`config.mk`:
```
export PLATFORM = sky130hd
export DESIGN_NAME = dma_controller
export DESIGN_NICKNAME = d
export VERILOG_FILES = /design/src/rtl/dma_controller_pkg.sv /design/src/rtl/dma_controller_regs.sv /design/src/rtl/dma_controller.sv
export SDC_FILE = /design/constraint.sdc
export NUM_CORES = 1
export LEC_CHECK = 0
export CELL_PAD_IN_SITES_DETAIL_PLACEMENT = 0
export CELL_PAD_IN_SITES_GLOBAL_PLACEMENT = 1
export CORE_MARGIN = 2
export CORE_UTILIZATION = 46
export DETAILED_ROUTE_END_ITERATION = 10
export GPL_TIMING_DRIVEN = 0
export PLACE_DENSITY = 0.95
export SLEW_MARGIN = 20
export SYNTH_ARGS = -nofsm -noshare
export SYNTH_HDL_FRONTEND = slang
export SYNTH_SLANG_ARGS = --single-unit
```
`constraint.sdc`:
```
create_clock -name i_clk -period 8 [get_ports i_clk]
set_input_delay 1.2 -clock i_clk [delete_from_list [all_inputs] [get_ports i_clk]]
set_output_delay 1.2 -clock i_clk [all_outputs]
set_load 0.005 [all_outputs]
```
`src/rtl/dma_controller_pkg.sv`:
```
// rtl/dma_controller_pkg.sv - shared register map, bit indices and FSM encoding for the byte DMA engine
package dma_controller_pkg;

  localparam logic [3:0] REG_SRC_LO = 4'd0;
  localparam logic [3:0] REG_SRC_HI = 4'd1;
  localparam logic [3:0] REG_DST_LO = 4'd2;
  localparam logic [3:0] REG_DST_HI = 4'd3;
  localparam logic [3:0] REG_LEN_LO = 4'd4;
  localparam logic [3:0] REG_LEN_HI = 4'd5;
  localparam logic [3:0] REG_CTRL   = 4'd6;
  localparam logic [3:0] REG_STATUS = 4'd7;

  localparam int CTRL_START     = 0;
  localparam int CTRL_IRQ_EN    = 1;
  localparam int CTRL_DST_FIXED = 2;
  localparam int CTRL_ABORT     = 3;

  localparam int STAT_BUSY    = 0;
  localparam int STAT_DONE    = 1;
  localparam int STAT_ABORTED = 2;

  typedef enum logic [2:0] {
    ST_IDLE  = 3'd0,
    ST_REQ   = 3'd1,
    ST_RD    = 3'd2,
    ST_WR    = 3'd3,
    ST_YIELD = 3'd4
  } dma_state_t;

endpackage

```
`src/rtl/dma_controller_regs.sv`:
```
// rtl/dma_controller_regs.sv - slot decode, control bits, sticky status and registered read port
module dma_controller_regs
  import dma_controller_pkg::*;
(
  input  logic        i_clk,
  input  logic        i_rst,
  input  logic        i_cs,
  input  logic        i_we,
  input  logic [3:0]  i_rs,
  input  logic [7:0]  i_din,
  input  logic        i_busy,
  input  logic [15:0] i_src,
  input  logic [15:0] i_dst,
  input  logic [15:0] i_len,
  input  logic        i_set_done,
  input  logic        i_set_aborted,
  output logic [7:0]  o_dout,
  output logic [5:0]  o_cnt_wr,
  output logic        o_start,
  output logic        o_abort,
  output logic        o_irq_en,
  output logic        o_dst_fixed,
  output logic        o_irq
);

  logic       w_wr;
  logic       w_ctrl_wr;
  logic       w_stat_wr;
  logic [7:0] w_rd_data;
  logic [7:0] r_dout;
  logic       r_irq_en;
  logic       r_dst_fixed;
  logic       r_done;
  logic       r_aborted;

  assign w_wr      = i_cs & i_we;
  assign w_ctrl_wr = w_wr & (i_rs == REG_CTRL);
  assign w_stat_wr = w_wr & (i_rs == REG_STATUS);

  // START/ABORT are single-cycle strobes; the FSM decides whether they matter in its state
  assign o_start     = w_ctrl_wr & i_din[CTRL_START];
  assign o_abort     = w_ctrl_wr & i_din[CTRL_ABORT];
  assign o_irq_en    = r_irq_en;
  assign o_dst_fixed = r_dst_fixed;
  assign o_irq       = r_done & r_irq_en;
  assign o_dout      = r_dout;

  // Byte-lane write enables for SRC/DST/LEN; counters are frozen against CPU writes while busy
  always_comb begin
    o_cnt_wr = '0;
    for (int k = 0; k < 6; k++) begin
      o_cnt_wr[k] = w_wr & ~i_busy & (i_rs == 4'(k));
    end
  end

  // Read mux: counters read live, START/ABORT read back as 0, unmapped offsets read 0
  always_comb begin
    w_rd_data = 8'h00;
    case (i_rs)
      REG_SRC_LO: w_rd_data = i_src[7:0];
      REG_SRC_HI: w_rd_data = i_src[15:8];
      REG_DST_LO: w_rd_data = i_dst[7:0];
      REG_DST_HI: w_rd_data = i_dst[15:8];
      REG_LEN_LO: w_rd_data = i_len[7:0];
      REG_LEN_HI: w_rd_data = i_len[15:8];
      REG_CTRL:   w_rd_data = {5'b0, r_dst_fixed, r_irq_en, 1'b0};
      REG_STATUS: w_rd_data = {5'b0, r_aborted, r_done, i_busy};
      default:    w_rd_data = 8'h00;
    endcase
  end

  // Control bits, sticky flags (a same-cycle set beats a write-1-clear) and the registered read port
  always_ff @(posedge i_clk) begin
    if (i_rst) begin
      r_dout      <= 8'h00;
      r_irq_en    <= 1'b0;
      r_dst_fixed <= 1'b0;
      r_done      <= 1'b0;
      r_aborted   <= 1'b0;
    end else begin
      if (i_cs) r_dout <= w_rd_data;
      if (w_ctrl_wr) begin
        r_irq_en    <= i_din[CTRL_IRQ_EN];
        r_dst_fixed <= i_din[CTRL_DST_FIXED];
      end
      if (i_set_done)                         r_done <= 1'b1;
      else if (w_stat_wr && i_din[STAT_DONE]) r_done <= 1'b0;
      if (i_set_aborted)                         r_aborted <= 1'b1;
      else if (w_stat_wr && i_din[STAT_ABORTED]) r_aborted <= 1'b0;
    end
  end

endmodule

```
`src/rtl/dma_controller.sv`:
```
// rtl/dma_controller.sv - burst memory-to-memory byte DMA master with CPU-visible register slot
module dma_controller
  import dma_controller_pkg::*;
#(
  parameter int ADDR_W       = 16,
  parameter int BURST_LEN    = 16,
  parameter int YIELD_CYCLES = 4
) (
  input  logic              i_clk,
  input  logic              i_rst,
  input  logic              i_cs,
  input  logic              i_we,
  input  logic [3:0]        i_rs,
  input  logic [7:0]        i_din,
  output logic [7:0]        o_dout,
  output logic              o_bus_req,
  input  logic              i_bus_gnt,
  output logic [ADDR_W-1:0] o_mem_addr,
  output logic              o_mem_we,
  output logic [7:0]        o_mem_wdata,
  input  logic [7:0]        i_mem_rdata,
  output logic              o_irq
);

  dma_state_t        r_state;
  logic [15:0]       r_src;
  logic [15:0]       r_dst;
  logic [15:0]       r_len;
  logic [15:0]       r_burst_cnt;
  logic [15:0]       r_yield_cnt;
  logic              r_abort_lat;
  logic              r_bus_req;
  logic              r_mem_we;
  logic [ADDR_W-1:0] r_mem_addr;

  logic        w_busy;
  logic [5:0]  w_cnt_wr;
  logic        w_start;
  logic        w_abort;
  logic        w_irq_en;
  logic        w_dst_fixed;
  logic [15:0] w_src_inc;
  logic [15:0] w_dst_next;
  logic [15:0] w_len_dec;
  logic [15:0] w_burst_inc;
  logic        w_abort_now;
  logic        w_set_done;
  logic        w_set_aborted;

  assign w_busy      = (r_state != ST_IDLE);
  assign w_src_inc   = r_src + 16'd1;
  assign w_dst_next  = w_dst_fixed ? r_dst : (r_dst + 16'd1);
  assign w_len_dec   = r_len - 16'd1;
  assign w_burst_inc = r_burst_cnt + 16'd1;
  // An abort written during the WR cycle itself takes effect at that byte's exit
  assign w_abort_now = r_abort_lat | w_abort;

  assign w_set_done = ((r_state == ST_IDLE) && w_start && (r_len == 16'd0)) ||
                      ((r_state == ST_WR) && (w_len_dec == 16'd0));
  assign w_set_aborted = ((r_state == ST_WR) && (w_len_dec != 16'd0) && w_abort_now) ||
                         ((r_state == ST_YIELD) && w_abort);

  assign o_bus_req  = r_bus_req;
  assign o_mem_we   = r_mem_we;
  assign o_mem_addr = r_mem_addr;
  // Read data arrives only during WR (one-cycle RAM latency), so it is forwarded straight through
  assign o_mem_wdata = r_mem_we ? i_mem_rdata : 8'h00;

  dma_controller_regs u_regs (
    .i_clk         (i_clk),
    .i_rst         (i_rst),
    .i_cs          (i_cs),
    .i_we          (i_we),
    .i_rs          (i_rs),
    .i_din         (i_din),
    .i_busy        (w_busy),
    .i_src         (r_src),
    .i_dst         (r_dst),
    .i_len         (r_len),
    .i_set_done    (w_set_done),
    .i_set_aborted (w_set_aborted),
    .o_dout        (o_dout),
    .o_cnt_wr      (w_cnt_wr),
    .o_start       (w_start),
    .o_abort       (w_abort),
    .o_irq_en      (w_irq_en),
    .o_dst_fixed   (w_dst_fixed),
    .o_irq         (o_irq)
  );

  // Transfer FSM: owns the address/length counters and registers every bus-facing output
  always_ff @(posedge i_clk) begin
    if (i_rst) begin
      r_state     <= ST_IDLE;
      r_src       <= 16'h0000;
      r_dst       <= 16'h0000;
      r_len       <= 16'h0000;
      r_burst_cnt <= 16'h0000;
      r_yield_cnt <= 16'h0000;
      r_abort_lat <= 1'b0;
      r_bus_req   <= 1'b0;
      r_mem_we    <= 1'b0;
      r_mem_addr  <= '0;
    end else begin
      case (r_state)
        ST_IDLE: begin
          r_abort_lat <= 1'b0;
          if (w_cnt_wr[0]) r_src[7:0]  <= i_din;
          if (w_cnt_wr[1]) r_src[15:8] <= i_din;
          if (w_cnt_wr[2]) r_dst[7:0]  <= i_din;
          if (w_cnt_wr[3]) r_dst[15:8] <= i_din;
          if (w_cnt_wr[4]) r_len[7:0]  <= i_din;
          if (w_cnt_wr[5]) r_len[15:8] <= i_din;
          if (w_start && (r_len != 16'd0)) begin
            r_state     <= ST_REQ;
            r_bus_req   <= 1'b1;
            r_burst_cnt <= 16'h0000;
          end
        end
        ST_REQ: begin
          if (w_abort) r_abort_lat <= 1'b1;
          if (i_bus_gnt) begin
            r_state    <= ST_RD;
            r_mem_addr <= r_src[ADDR_W-1:0];
          end
        end
        ST_RD: begin
          if (w_abort) r_abort_lat <= 1'b1;
          r_state    <= ST_WR;
          r_mem_addr <= r_dst[ADDR_W-1:0];
          r_mem_we   <= 1'b1;
        end
        ST_WR: begin
          r_src       <= w_src_inc;
          r_dst       <= w_dst_next;
          r_len       <= w_len_dec;
          r_burst_cnt <= w_burst_inc;
          r_mem_we    <= 1'b0;
          if (w_len_dec == 16'd0) begin
            r_state   <= ST_IDLE;
            r_bus_req <= 1'b0;
          end else if (w_abort_now) begin
            r_state   <= ST_IDLE;
            r_bus_req <= 1'b0;
          end else if (w_burst_inc == 16'(BURST_LEN)) begin
            r_state     <= ST_YIELD;
            r_bus_req   <= 1'b0;
            r_yield_cnt <= 16'h0000;
          end else begin
            r_state    <= ST_RD;
            r_mem_addr <= w_src_inc[ADDR_W-1:0];
          end
        end
        ST_YIELD: begin
          if (w_abort) begin
            r_state <= ST_IDLE;
          end else if (r_yield_cnt == 16'(YIELD_CYCLES - 1)) begin
            r_state     <= ST_REQ;
            r_bus_req   <= 1'b1;
            r_burst_cnt <= 16'h0000;
          end else begin
            r_yield_cnt <= r_yield_cnt + 16'd1;
          end
        end
        default: begin
          r_state   <= ST_IDLE;
          r_bus_req <= 1'b0;
          r_mem_we  <= 1'b0;
        end
      endcase
    end
  end

endmodule
```
-- Word-level counts from Yosys, hierarchy flattened
Index checks and enable logic that the tools add are counted.
- flip-flop bits (word level): 114
- bits of input ports: 25
- output and inout port bits: 35
- logic and storage cells: 159
- add/sub/neg operators: 5
- equal/unequal tests: 32
- mux-type cells: 49
- bitwise gates (word level): 16
- reductions and logical operators: 39
- operators by type and width (kind ; count):
    2-to-1 mux 16 bit ; 13
    case mux 16 bit (2 select lines) ; 4
    case mux 16 bit (3 select lines) ; 2
    adder 16 x 1 -> 16 bit (second input constant) ; 4
    case mux 8 bit (8 select lines) ; 1
    2-to-1 mux 8 bit ; 7
    logical NOT 16 bit ; 2
    nonzero test 16 bit ; 2
    2-to-1 mux 3 bit ; 7
    inequality test 2 x 1 -> 1 bit (second input constant) ; 10
    == test 16 x 2 -> 1 bit (second input constant) ; 1
    == test 16 x 5 -> 1 bit (second input constant) ; 1
    == test 4 x 3 -> 1 bit (second input constant) ; 4
    subtractor 16 x 1 -> 16 bit (second input constant) ; 1
    case mux 3 bit (5 select lines) ; 1
    inequality test 2 bit (second input constant) ; 7
    AND 1 bit ; 13
    2-to-1 mux 1 bit ; 11
    AND reduction 2 bit ; 5
    AND reduction 5 bit ; 2
    nonzero test 2 bit ; 5
    logical AND 1 bit ; 9
    AND reduction 3 bit ; 3
    nonzero test 3 bit ; 3
    18 further kinds ; 23

-- Depth between registers and ports, before layout
Gate-level depths: netlist (run 1).
- depth in word-level cells: 7
- depth in mapped cells: 12

-- By module
From an unflattened synthesis (run 1), not the netlist that was laid out.
- cells, all modules: 967
- area, all modules: 7151.9 µm²
- by module, submodules not included (module ; instances ; cells each ; area an instance (µm²) ; sequential area each (µm²)):
    dma_controller ; 1 ; 839 ; 6135.9 ; 2042.0
    dma_controller_regs ; 1 ; 128 ; 1016.0 ; 240.2

-- Worst setup path before layout (run 1)
No wires, ideal clock.
- path kind: input -> register
- from: input i_cs
- to: register r_yield_cnt[1]
- arrival time: 2989 ps
- data required time: 7872 ps
- path slack: 4883 ps
- cell stages on the path: 10
- path buffers: 3
- cells stage by stage: clkbuf_1 -> nand3_1 -> nor3_2 -> nand2_1 -> and2_0 -> clkbuf_1 -> nand2_4 -> clkbuf_1 -> mux2i_1 -> nor2_1
- longest elaborated chain between the ends: 6
- ends and longest elaborated chain (element ; RTL line ; text):
    start: declaration ; dma_controller.sv:11 ; input logic i_cs,
    AND 1 bit (*) ; dma_controller_regs.sv:36 ; assign w_wr = i_cs & i_we;
    AND 1 bit (*) ; dma_controller_regs.sv:37 ; assign w_ctrl_wr = w_wr & (i_rs == REG_CTRL);
    AND 1 bit (*) ; dma_controller_regs.sv:42 ; assign o_abort = w_ctrl_wr & i_din[CTRL_ABORT];
    OR 1 bit ; dma_controller.sv:56 ; assign w_abort_now = r_abort_lat | w_abort;
    inequality test 2 bit (no source line) ; n/a ;
    AND reduction 6 bit (no source line) (*) ; n/a ;
    end signal: assignment ; dma_controller.sv:162 ; r_yield_cnt <= r_yield_cnt + 16'd1;
    end: declaration ; dma_controller.sv:30 ; logic [15:0] r_yield_cnt;
Mark *: on every way between the ends. The rest lies on a longest branch, timed or not.
A chain may end at the register's enable or synchronous reset.

-- Worst setup path in the final report (run 1)
- from: input i_rs[3]
- to: register r_yield_cnt[1]
- longest elaborated chain between the ends: 6
- ends and longest elaborated chain (element ; RTL line ; text):
    start: declaration ; dma_controller.sv:13 ; input logic [3:0] i_rs,
    == test 4 x 3 -> 1 bit (*) ; dma_controller_regs.sv:37 ;
    AND 1 bit (*) ; dma_controller_regs.sv:37 ;
    AND 1 bit (*) ; dma_controller_regs.sv:42 ;
    OR 1 bit ; dma_controller.sv:56 ;
    inequality test 2 bit (no source line) ; n/a ;
    AND reduction 6 bit (no source line) (*) ; n/a ;
Marked as above.

==> flow_summary_export.csv, run 1 <==
group,metric,value,unit
run_status,status,"finished clean",
synthesis,synth_edf_count,0,
clock_network,cts_buffers,17,
floorplan,die_w,128,µm
cells_and_area,final_cells,1225,
placed_design,placed_cells,1194,
sta,fmax,255,MHz
route,drt_wl_total,25800,µm
worst_setup_path,required,8.30,ns
sta,slew_headroom,0.306,
global_route,grt_pass1_wl,40100,µm
worst_setup_path,crit_slowest_cell,"clkdlybuf4s50_1",
clock_network,cts_max_level,4,
worst_setup_path,crit_buf_inv,4,
sta,finalSetupViolCount,0,
worst_setup_path,cp_data_arrival_time,4.22,ns
power,p_comb_frac,0.059,
worst_setup_path,critPathMostFrequentCell,"clkbuf_1",
global_route,antenna_found_initial,0,
power,p_sw_frac,0.237,
power,clkPwrFrac,0.531,
synthesis,syn_area,7050,µm²
sta,worst_pin_slew,1.03,ns
synthesis,syn_nets,983,
clock_network,cts_tree,"built",
route,first_pass_iters,6,
sta,slew_viol_final,0,
cells_and_area,drive_above_1_share,0.0530,
power,max-vdd-ir-drop,0.156,mV
worst_setup_path,worstSetupEndpointType,"flip-flop",
global_route,grt_max_degree,17,
sta,final-hold-violation-count,0,
clock_network,postCtsResizedCells,0,
route,drt_iter0_markers,969,
synthesis,yosysWarnings,0,
clock_network,clockBufferDepth,2,
synthesis,synthFlopType,"dfxtp_1",
clock_network,ctsRootBufferMaster,"clkbuf_16",
synthesis,avgSynthCellArea,7.40,µm²
cells_and_area,finalNetCount,1056,
sta,rsz0062_at_grt,"false",
power,switchingPower,0.333,mW
clock_network,holdBufCountCts,0,
floorplan,fp.dieH,128,µm
hold_path,hold_path_class,"flip-flop to flip-flop",
synthesis,yosysSeqAreaShare,0.324,
global_route,gr-total-overflow,0,
synthesis,ys_ff_latch,114,
worst_setup_path,critPathMaxFanout,10,
worst_setup_path,path_cells,"clkdlybuf4s50_1, nand2b_1, clkbuf_1, nor3_2, nand2_1, and2_0, clkbuf_1, nand2_4, clkbuf_1, mux2i_1, nor2_1",
route,antenna_left,0,
floorplan,start_util,0.467,
placed_design,placed_area,7820,µm²
sta,holdWs,0.479,ns
clock_network,cts_setup_buffers,0,
floorplan,io_pins,60,
sta,setup_tns,0,ns
worst_setup_path,cp_top_family,"buffers and inverters",
synthesis,async_reset_ff_frac,0,
route,drcViolationCount,0,
floorplan,fp-row-count,45,
sta,fin_crit_sh,0.490,
route,avgRoutedWirePerCell,21.1,µm
power,p_leak,2.69,nW
clock_network,clkSlewWorstSetupHoldPaths,0.05,ns
cells_and_area,fin_area,8400,µm²
floorplan,core-area,15100,µm²
run,drv_cap,0,
power,seqPwrFrac,0.410,
cells_and_area,syn2layout_area_growth,19.2,%
clock_network,clkLatencyLatePin,0.43,ns
power,power_density,167,nW/µm²
power,p_int,1.07,mW
worst_setup_path,critPathMaxStageDelay,0.61,ns
floorplan,dieArea,16300,µm²
synthesis,ys_types,71,
clock_network,cts_sinks,114,
worst_setup_path,cp-start-kind,"input pin",
route,num_vias,7890,
sta,skew,0.00823,ns
cells_and_area,num_antenna_cells,0,
sta,period_needed,3.92,ns
worst_setup_path,worst-setup-path-type,"input pin to flip-flop",
placed_design,dp_hpwl,18000,µm
synthesis,synth_cells,952,
placed_design,io_buffers,54,
global_route,grt_use_total,0.318,
global_route,grt_pass1_vias,7317,
placed_design,place_congestion,0.970,
route,viasPerCell,6.44,
cells_and_area,post-route-util,0.557,
-- per-layer routing --
metal,track usage,wire length (µm),vias to the layer above
li1,-,-,3685
met1,0.398,10300,3699
met2,0.518,11900,417
met3,0.0664,2310,89
met4,0.161,1230,0
met5,0,0,-
-- power by group through the flow --
stage / combinational, mW / clock, mW / sequential, mW
final: 0.0825 / 0.745 / 0.576
after global routing: 0.0869 / 0.775 / 0.576
after CTS: 0.0800 / 0.745 / 0.576
after detailed placement: 0.0796 / 0 / 0.588
after global placement: 0.0796 / 0 / 0.588
after floorplan: 0.0426 / 0 / 0.586
-- Yosys cell counts, types with 5 or more instances --
library cell  count  share of area
o31ai_1           5         0.0053
a221oi_1         14          0.017
xor2_1            9          0.011
dfxtp_1         114           0.32
o21ai_0          65          0.046
clkbuf_1         65          0.035
nor3b_1           5         0.0053
a31oi_1          22          0.020
nand3_1          40          0.028
nor2b_1          10         0.0089
nand3b_1          8         0.0085
mux2i_1          17          0.024
nand2_1          87          0.046
a22oi_1          15          0.016
o211ai_1          5         0.0053
nor3_1           32          0.023
a311oi_1         13          0.016
nand4_1          14          0.012
nor2_1          145          0.077
nor4_1            7         0.0062
and3_1           16          0.014
a211oi_1         30          0.032
inv_1             8         0.0043
xnor2_1           5         0.0062
and2_1           16          0.014
a21oi_1          62          0.044
nand2b_1          9         0.0080
o22ai_1          15          0.013
or3_1            13          0.012
buf_1             9         0.0048
ha_1              6          0.011
-- sequential cells by signal (all words and copies together), names as in the netlist, 3 cells and up --
register and flops:
u_regs.o_dout 8, o_mem_addr 16, r_state 3, r_burst_cnt 16, r_dst 16, r_len 16
r_src 16, r_yield_cnt 16
-- area by class of cell --
type	instances	area [µm²]
clock inverter	10	110
clock buffer	21	460
fill	1484	6690
inverter	8	30.0
timing repair buffer	54	541
sequential	114	2280
multi-input combinational	752	4430
tap	188	235
buffer	78	310
-- kinds of logic (layout without fill, tap and decap cells) --
group | Yosys count | in the layout | synth area share
buffers and inverters | 86 | 171 | 0.0483
AND/OR/NAND/NOR | 425 | 425 | 0.296
adder cells (fa/ha/maj) | 6 | 6 | 0.0107
XOR/XNOR | 14 | 14 | 0.0174
multiplexers | 22 | 22 | 0.0337
AO/OA/AOI/OAI | 285 | 285 | 0.270
flip-flops | 114 | 114 | 0.324
-- worst reg2reg max path, stage by stage (launching register included) --
cell,delay [ns]
dfxtp_1,0.30
clkbuf_1,0.28
nor2b_1,0.21
clkbuf_1,0.48
and2_1,0.21
clkbuf_1,0.50
clkbuf_1,0.53
clkbuf_1,0.71
a21oi_1,0.15
nor3_1,0.19
-- per-stage QoR --
stage          worst slack, ns  power (mW)
2_1_floorplan             4.88       0.629
3_3_place_gp              3.75       0.667
3_5_place_dp              3.75       0.667
4_1_cts                   4.16        1.40
5_1_grt                   3.92        1.44
6_report                  4.08        1.40
-- cells in the final DEF, fill, tap and decap left out, drive strengths merged, types with 6 or more instances in the layout --
cell type | netlist | layout
a211oi | 31 | 31
o22ai | 16 | 16
inv | 8 | 8
and3 | 16 | 16
nand2b | 9 | 9
nand2 | 88 | 88
clkbuf | 65 | 86
a31oi | 22 | 22
mux2i | 17 | 17
ha | 6 | 6
nor3 | 33 | 33
a22oi | 15 | 15
dfxtp | 114 | 114
a221oi | 14 | 14
nand4 | 15 | 15
nor4 | 10 | 10
and2 | 17 | 17
clkdlybuf4s50 | 0 | 54
nand3 | 41 | 41
o21ai | 66 | 66
nor2 | 145 | 145
a21oi | 62 | 62
or3 | 13 | 13
buf | 13 | 13
nor2b | 10 | 10
xor2 | 9 | 9
clkinv | 0 | 7
a311oi | 13 | 13
nand3b | 8 | 8
o31ai | 6 | 6
-- path summary, 6_finish.rpt --
kind | slack, ns | endpoint | depth (start not counted) | startpoint
worst min register to register | 0.48 | u_regs.o_dout[3]$_SDFFE_PP0P_ | 2 | u_regs.o_dout[3]$_SDFFE_PP0P_
worst max-delay path | 4.08 | r_yield_cnt[1]$_SDFFE_PP0P_ | 11 | i_rs[3]
worst max register to register | 4.35 | r_burst_cnt[7]$_SDFFE_PP0P_ | 9 | r_state[1]$_SDFFE_PP0P_
worst min-delay path | 0.48 | u_regs.o_dout[3]$_SDFFE_PP0P_ | 2 | u_regs.o_dout[3]$_SDFFE_PP0P_
Power figures use the tool's default switching activity.
==> inputs of run 2 (changes only) <==
Settings changed: CORE_UTILIZATION 46 to 43, PLACE_DENSITY 0.95 to 0.92.
Clock period 8 ns to 4 ns, I/O delays scaled along.
==> run 2 against run 1 <==
Sequential power grew 100%. Cell count grew 2.3%. Worst setup slack lost 3.6 ns. Routed wire length grew 1.8%. Via count is the same. Core utilization shrank 2.4 points. Register-to-register slack lost 3.8 ns. Die area grew 6.8%. Global-route usage shrank 1.8 points. Critical path depth shrank 2. Critical path type is now flip-flop to flip-flop. Largest cell class unchanged. Highest routed layer unchanged.
==> flow_summary_export.csv, run 2 (synthesis results as in run 1) <==
group,metric,value,unit
cells_and_area,nFillCells,1567,
route,viasPerCell,6.30,
worst_setup_path,cp_top_family,"buffers and inverters",
sta,slew_viol_final,0,
worst_setup_path,critPathMaxStageDelay,0.63,ns
global_route,antenna_found_initial,0,
route,antenna_left,0,
sta,finalSetupViolCount,0,
worst_setup_path,path_cells,"clkbuf_1, nor2b_1, clkbuf_1, and2_1, clkbuf_1, clkbuf_1, clkbuf_1, nand3_1, a21oi_1",
clock_network,holdBufCountCts,0,
worst_setup_path,critPathMostFrequentCell,"clkbuf_1",
worst_setup_path,cp-start-kind,"flip-flop",
worst_setup_path,crit_start,"r_state[1]$_SDFFE_PP0P_",
global_route,gr-total-overflow,0,
worst_setup_path,crit_buf_inv,5,
floorplan,core-area,15900,µm²
hold_path,hold_path_class,"flip-flop to flip-flop",
floorplan,die_w,132,µm
power,p_sw_frac,0.224,
sta,slew_headroom,0.288,
cells_and_area,num_antenna_cells,0,
sta,fin_crit_sh,0.871,
route,num_vias,7890,
clock_network,cts_max_level,4,
floorplan,fp-row-count,46,
power,seqPwrFrac,0.391,
worst_setup_path,cp_data_arrival_time,3.83,ns
power,power_density,347,nW/µm²
worst_setup_path,worstReg2RegEnd,"r_burst_cnt[9]$_SDFFE_PP0P_",
power,clkPwrFrac,0.553,
cells_and_area,post-route-util,0.532,
sta,rsz0062_at_grt,"false",
sta,holdWs,0.471,ns
hold_path,hold_depth,2,
worst_setup_path,r2r_slack,0.52,ns
route,drt_wl_total,26300,µm
sta,fmax,287,MHz
power,max-vdd-ir-drop,0.288,mV
cells_and_area,finalNetCount,1056,
sta,fin_ws,0.517,ns
clock_network,cts_tree,"built",
sta,period_needed,3.48,ns
global_route,grt_max_degree,17,
route,first_pass_iters,8,
sta,skew,0.00787,ns
route,avgRoutedWirePerCell,21.0,µm
power,total_power,2.94,mW
cells_and_area,final_cells,1253,
clock_network,cts_sinks,114,
clock_network,clockBufferDepth,2,
placed_design,placed_cells,1222,
sta,final-hold-violation-count,0,
cells_and_area,final_common_cell,"nor2_1",
clock_network,clkSlewWorstSetupHoldPaths,0.06,ns
sta,worst_pin_slew,1.06,ns
power,p_int,2.28,mW
floorplan,fp.dieH,132,µm
power,p_leak,2.72,nW
run_status,status,"finished clean",
cells_and_area,register_area,2280,µm²
worst_setup_path,worstSetupEndpointType,"flip-flop",
clock_network,cts_setup_buffers,0,
worst_setup_path,critPathMaxFanout,10,
cells_and_area,fin_area,8490,µm²
worst_setup_path,worst-setup-path-type,"flip-flop to flip-flop",
sta,setup_tns,0,ns
power,switchingPower,0.661,mW
cells_and_area,final_cell_mix,"145 x nor2_1, 114 x dfxtp_1, 87 x nand2_1",
placed_design,dp_hpwl,18400,µm
hold_path,min_to,"u_regs.o_dout[1]$_SDFFE_PP0P_",
run,drv_cap,0,
placed_design,placed_area,7860,µm²
route,drcViolationCount,0,
worst_setup_path,required,4.34,ns
global_route,grt_use_total,0.299,
floorplan,io_pins,60,
cells_and_area,syn2layout_area_growth,20.5,%
clock_network,ctsRootBufferMaster,"clkbuf_16",
hold_path,hold_start,"u_regs.o_dout[1]$_SDFFE_PP0P_",
floorplan,dieArea,17400,µm²
worst_setup_path,reg2regPathDepth,9,
clock_network,clkLatencyLatePin,0.42,ns
clock_network,postCtsResizedCells,0,
clock_network,cts_buffers,17,
worst_setup_path,crit_slowest_cell,"clkbuf_1",
power,p_comb_frac,0.056,
global_route,grt_pass1_vias,7275,
floorplan,start_util,0.442,
placed_design,io_buffers,54,
placed_design,pre_cts_slack,0.183,ns
route,drt_iter0_markers,1116,
global_route,grt_pass1_wl,40700,µm
worst_setup_path,reg2reg_from,"r_state[1]$_SDFFE_PP0P_",
cells_and_area,drive_above_1_share,0.0540,
placed_design,place_congestion,0.992,
cells_and_area,multi_input_area,4430,µm²
## run 2: final cells by class
type                       count  area share
multi-input combinational    752       0.522
sequential                   114       0.269
timing repair buffer          54      0.0637
clock buffer                  21      0.0554
buffer                        78      0.0366
tap                          216      0.0318
clock inverter                10      0.0184
inverter                       8     0.00354
## run 2: power by group through the flow
stage | clock [mW] | sequential (mW) | combinational, mW
after floorplan | 0 | 1.17 | 0.0852
after global placement | 0 | 1.18 | 0.160
after detailed placement | 0 | 1.18 | 0.160
after CTS | 1.64 | 1.15 | 0.161
after global routing | 1.69 | 1.15 | 0.175
final | 1.63 | 1.15 | 0.165
## run 2: how the worst max path moves through the flow
stage               depth (start not counted)                           end  slack (ns)
floorplan                                  11  r_yield_cnt[15]$_SDFFE_PP0P_        1.35
global placement                           11   r_yield_cnt[1]$_SDFFE_PP0P_        0.18
detailed placement                         11   r_yield_cnt[1]$_SDFFE_PP0P_        0.18
CTS                                         9   r_burst_cnt[7]$_SDFFE_PP0P_        0.56
global route                                9   r_burst_cnt[1]$_SDFFE_PP0P_        0.30
finish                                      9   r_burst_cnt[9]$_SDFFE_PP0P_        0.52
## run 2: worst register-to-register path: cells and delay by family, from the launching register on
family	cells	cell delay, ns
buf+inv	5	2.36
flops	1	0.31
simple gates	3	0.58
compound gates	1	0.17
## run 2: layer usage
| metal | wire, µm | track usage | up-vias | part of all wire |
|---|---|---|---|---|
| met5 | 0 | 0 | - | 0 |
| met1 | 10500 | 0.375 | 3658 | 0.40 |
| met4 | 1570 | 0.181 | 0 | 0.060 |
| met2 | 11900 | 0.476 | 455 | 0.45 |
| met3 | 2310 | 0.0592 | 106 | 0.088 |
| li1 | - | - | 3671 | - |
==> inputs of run 3 (changes only) <==
Settings changed: ABC_AREA from default to 1, CORE_UTILIZATION 43 to 42, MAX_ROUTING_LAYER from default to met4, PLACE_DENSITY 0.92 to 0.93.
==> run 3 against run 2 <==
Cell count increased by 17%. Fmax grew 28%. Worst hold slack worse by 0.015 ns. Sequential power rose by 26%. Highest routed layer unchanged. Critical path depth grew 4. Combinational power grew to 12 times the previous value. Power grew 73%.
==> flow_summary_export.csv, run 3 <==
group,metric,value,unit
run_status,status,"finished clean",
power,seqPwrFrac,0.285,
synthesis,syn_area,7380,µm²
global_route,grt_pass1_wl,39900,µm
power,power_density,575,nW/µm²
worst_setup_path,crit_buf_inv,3,
sta,rsz0062_at_grt,"false",
worst_setup_path,crit_slowest_cell,"dfxtp_1",
worst_setup_path,worstReg2RegEnd,"r_yield_cnt[0]$_SDFFE_PP0P_",
sta,worst_pin_slew,1.18,ns
clock_network,cts_tree,"built",
clock_network,holdBufCountCts,0,
power,p_sw_frac,0.404,
clock_network,cts_buffers,17,
placed_design,placed_cells,1438,
clock_network,cts_sinks,114,
hold_path,min_to,"o_mem_addr[2]$_SDFFE_PP0P_",
worst_setup_path,reg2regPathDepth,13,
clock_network,clkSlewWorstSetupHoldPaths,0.05,ns
synthesis,synthSimpleGateAreaFrac,0.367,
route,antenna_left,0,
hold_path,hold_start,"o_mem_addr[2]$_SDFFE_PP0P_",
floorplan,core-area,17200,µm²
cells_and_area,syn2layout_area_growth,19.9,%
synthesis,synth_cells,1156,
synthesis,yosysSeqAreaShare,0.309,
power,clkPwrFrac,0.316,
floorplan,die_w,137,µm
power,p_leak,3.48,nW
sta,final-hold-violation-count,0,
synthesis,avgSynthCellArea,6.38,µm²
synthesis,synth_edf_count,0,
worst_setup_path,critPathMaxStageDelay,0.37,ns
synthesis,synthFlopType,"dfxtp_1",
worst_setup_path,cp-start-kind,"flip-flop",
placed_design,dp_hpwl,19100,µm
clock_network,clkLatencyLatePin,0.43,ns
power,p_comb_frac,0.399,
synthesis,async_reset_ff_frac,0,
cells_and_area,drive_above_1_share,0.0731,
worst_setup_path,critPathMaxFanout,10,
sta,fmax,367,MHz
sta,finalSetupViolCount,0,
placed_design,place_congestion,0.977,
clock_network,cts_max_level,4,
hold_path,hold_path_class,"flip-flop to flip-flop",
sta,slew_viol_final,0,
placed_design,io_buffers,57,
synthesis,ys_ff_latch,114,
sta,slew_headroom,0.204,
sta,period_needed,2.72,ns
synthesis,yosysTopAreaCellShare,0.309,
floorplan,start_util,0.428,
cells_and_area,final_common_cell,"nand2_1",
global_route,gr-total-overflow,0,
worst_setup_path,required,4.30,ns
route,drt_wl_total,25300,µm
sta,skew,0.00965,ns
clock_network,cts_setup_buffers,0,
worst_setup_path,worst-setup-path-type,"flip-flop to flip-flop",
worst_setup_path,cp_top_family,"simple AND/OR/NAND/NOR gates",
synthesis,syn_nets,1187,
synthesis,synth_commonest_cells,"278 x nand2_1, 153 x inv_1, 114 x dfxtp_1, 112 x nor2_1, 76 x a21oi_1",
floorplan,fp.dieH,137,µm
run,drv_cap,0,
global_route,antenna_found_initial,1,
synthesis,synthMuxAreaShare,0,
worst_setup_path,critPathMostFrequentCell,"nand2_1",
floorplan,io_pins,60,
floorplan,dieArea,18600,µm²
sta,fin_crit_sh,0.681,
worst_setup_path,path_cells,"clkinv_1, ha_1, nand3_2, inv_1, nand2_1, nand2_1, nor3_1, nand3_1, nor2_2, nand3_4, clkbuf_1, nand4_1, a21oi_1",
clock_network,clockBufferDepth,2,
route,num_vias,8257,
clock_network,ctsRootBufferMaster,"clkbuf_16",
cells_and_area,final_cell_mix,"278 x nand2_1, 153 x inv_1, 114 x dfxtp_1",
synthesis,yosysMostFrequentCell,"nand2_1",
cells_and_area,finalNetCount,1263,
worst_setup_path,cp_data_arrival_time,3.02,ns
sta,setup_tns,0,ns
synthesis,synth_area_leader_cell,"dfxtp_1",
synthesis,synthAdderAreaFrac,0.0102,
clock_network,postCtsResizedCells,0,
power,max-vdd-ir-drop,0.354,mV
synthesis,ys_types,45,
hold_path,hold_depth,2,
route,first_pass_iters,6,
synthesis,synth-xor-area-share,0.0261,
floorplan,fp-row-count,48,
worst_setup_path,reg2reg_from,"r_len[0]$_SDFFE_PP0P_",
route,avgRoutedWirePerCell,17.2,µm
power,p_int,3.03,mW
power,switchingPower,2.06,mW
route,drcViolationCount,0,
placed_design,pre_cts_slack,1.02,ns
synthesis,yosysWarnings,0,
global_route,grt_pass1_vias,7638,
route,drt_iter0_markers,711,
synthesis,synth_top_family_by_area,"simple AND/OR/NAND/NOR gates",
synthesis,ys_top_cells_by_area,"dfxtp_1 31%, nand2_1 14%, inv_1 7.8%",
worst_setup_path,worstSetupEndpointType,"flip-flop",
global_route,grt_use_total,0.289,
global_route,grt_max_degree,17,
synthesis,synth_compound_area_frac,0.181,
worst_setup_path,r2r_slack,1.28,ns
route,viasPerCell,5.61,
sta,fin_ws,1.28,ns
cells_and_area,final_cells,1471,
## run 3: per-stage QoR
stage          total power, mW   util  instance area (µm²)  hold slack, ns
4_1_cts                   5.07  0.513                 8850           0.461
6_report                  5.09  0.513                 8850           0.456
5_1_grt                   5.42  0.513                 8850           0.482
2_1_floorplan             2.82      -                 7380           0.450
3_3_place_gp              3.45  0.477                 8230           0.450
3_5_place_dp              3.46  0.477                 8230           0.453
## run 3: final cells by class
type                    count  area [µm²]
fillers                  1716        8390
multi-input cells         845        4310
flip-flops and latches    114        2280
inverters                 156         588
repair buffers             57         571
clock buffers              23         488
well taps                 225         282
plain buffers              41         198
clock inverters             9         128
diodes                      1        2.50
## run 3: worst min-delay path, delay by kind of cell (launching register included)
| family | cells | cell delay [ns] |
|---|---|---|
| flip-flops | 1 | 0.30 |
| AND/OR/NAND/NOR | 1 | 0.06 |
| AO/OA/AOI/OAI | 1 | 0.05 |
## run 3: logic make-up (layout without fill, tap and decap cells)
group,count (synthesis),count (layout)
xor gates and xnor gates,22,22
adders and majority gates,6,6
other,0,1
DFF,114,114
AOI/OAI and AO/OA,231,231
buffers and inverters,197,286
and+or+nand+nor,586,586
## run 3: power groups by stage
stage	logic (mW)	registers, mW	clock network [mW]
floorplan	1.39	1.44	0
global route	2.28	1.47	1.67
global placement	1.99	1.47	0
CTS	2.00	1.45	1.62
finish	2.03	1.45	1.61
detailed placement	1.99	1.47	0
## run 3: per-layer routing
layer	GRT usage	part of all wire	routed length [µm]
met1	0.359	0.44	11100
met3	0.0711	0.073	1850
met5	-	0	0
met2	0.446	0.45	11400
met4	0.124	0.034	871
## run 3: worst max-delay path by stage
stage                     cells past startpoint                  start                      endpoint
final                                        13  r_len[0]$_SDFFE_PP0P_   r_yield_cnt[0]$_SDFFE_PP0P_
after global routing                         13  r_len[0]$_SDFFE_PP0P_   r_yield_cnt[3]$_SDFFE_PP0P_
after CTS                                    13  r_len[0]$_SDFFE_PP0P_   r_yield_cnt[3]$_SDFFE_PP0P_
after detailed placement                     12                i_rs[1]  r_burst_cnt[10]$_SDFFE_PP0P_
after global placement                       12                i_rs[1]   r_burst_cnt[7]$_SDFFE_PP0P_
after floorplan                              12                   i_cs    o_mem_addr[8]$_SDFFE_PP0P_
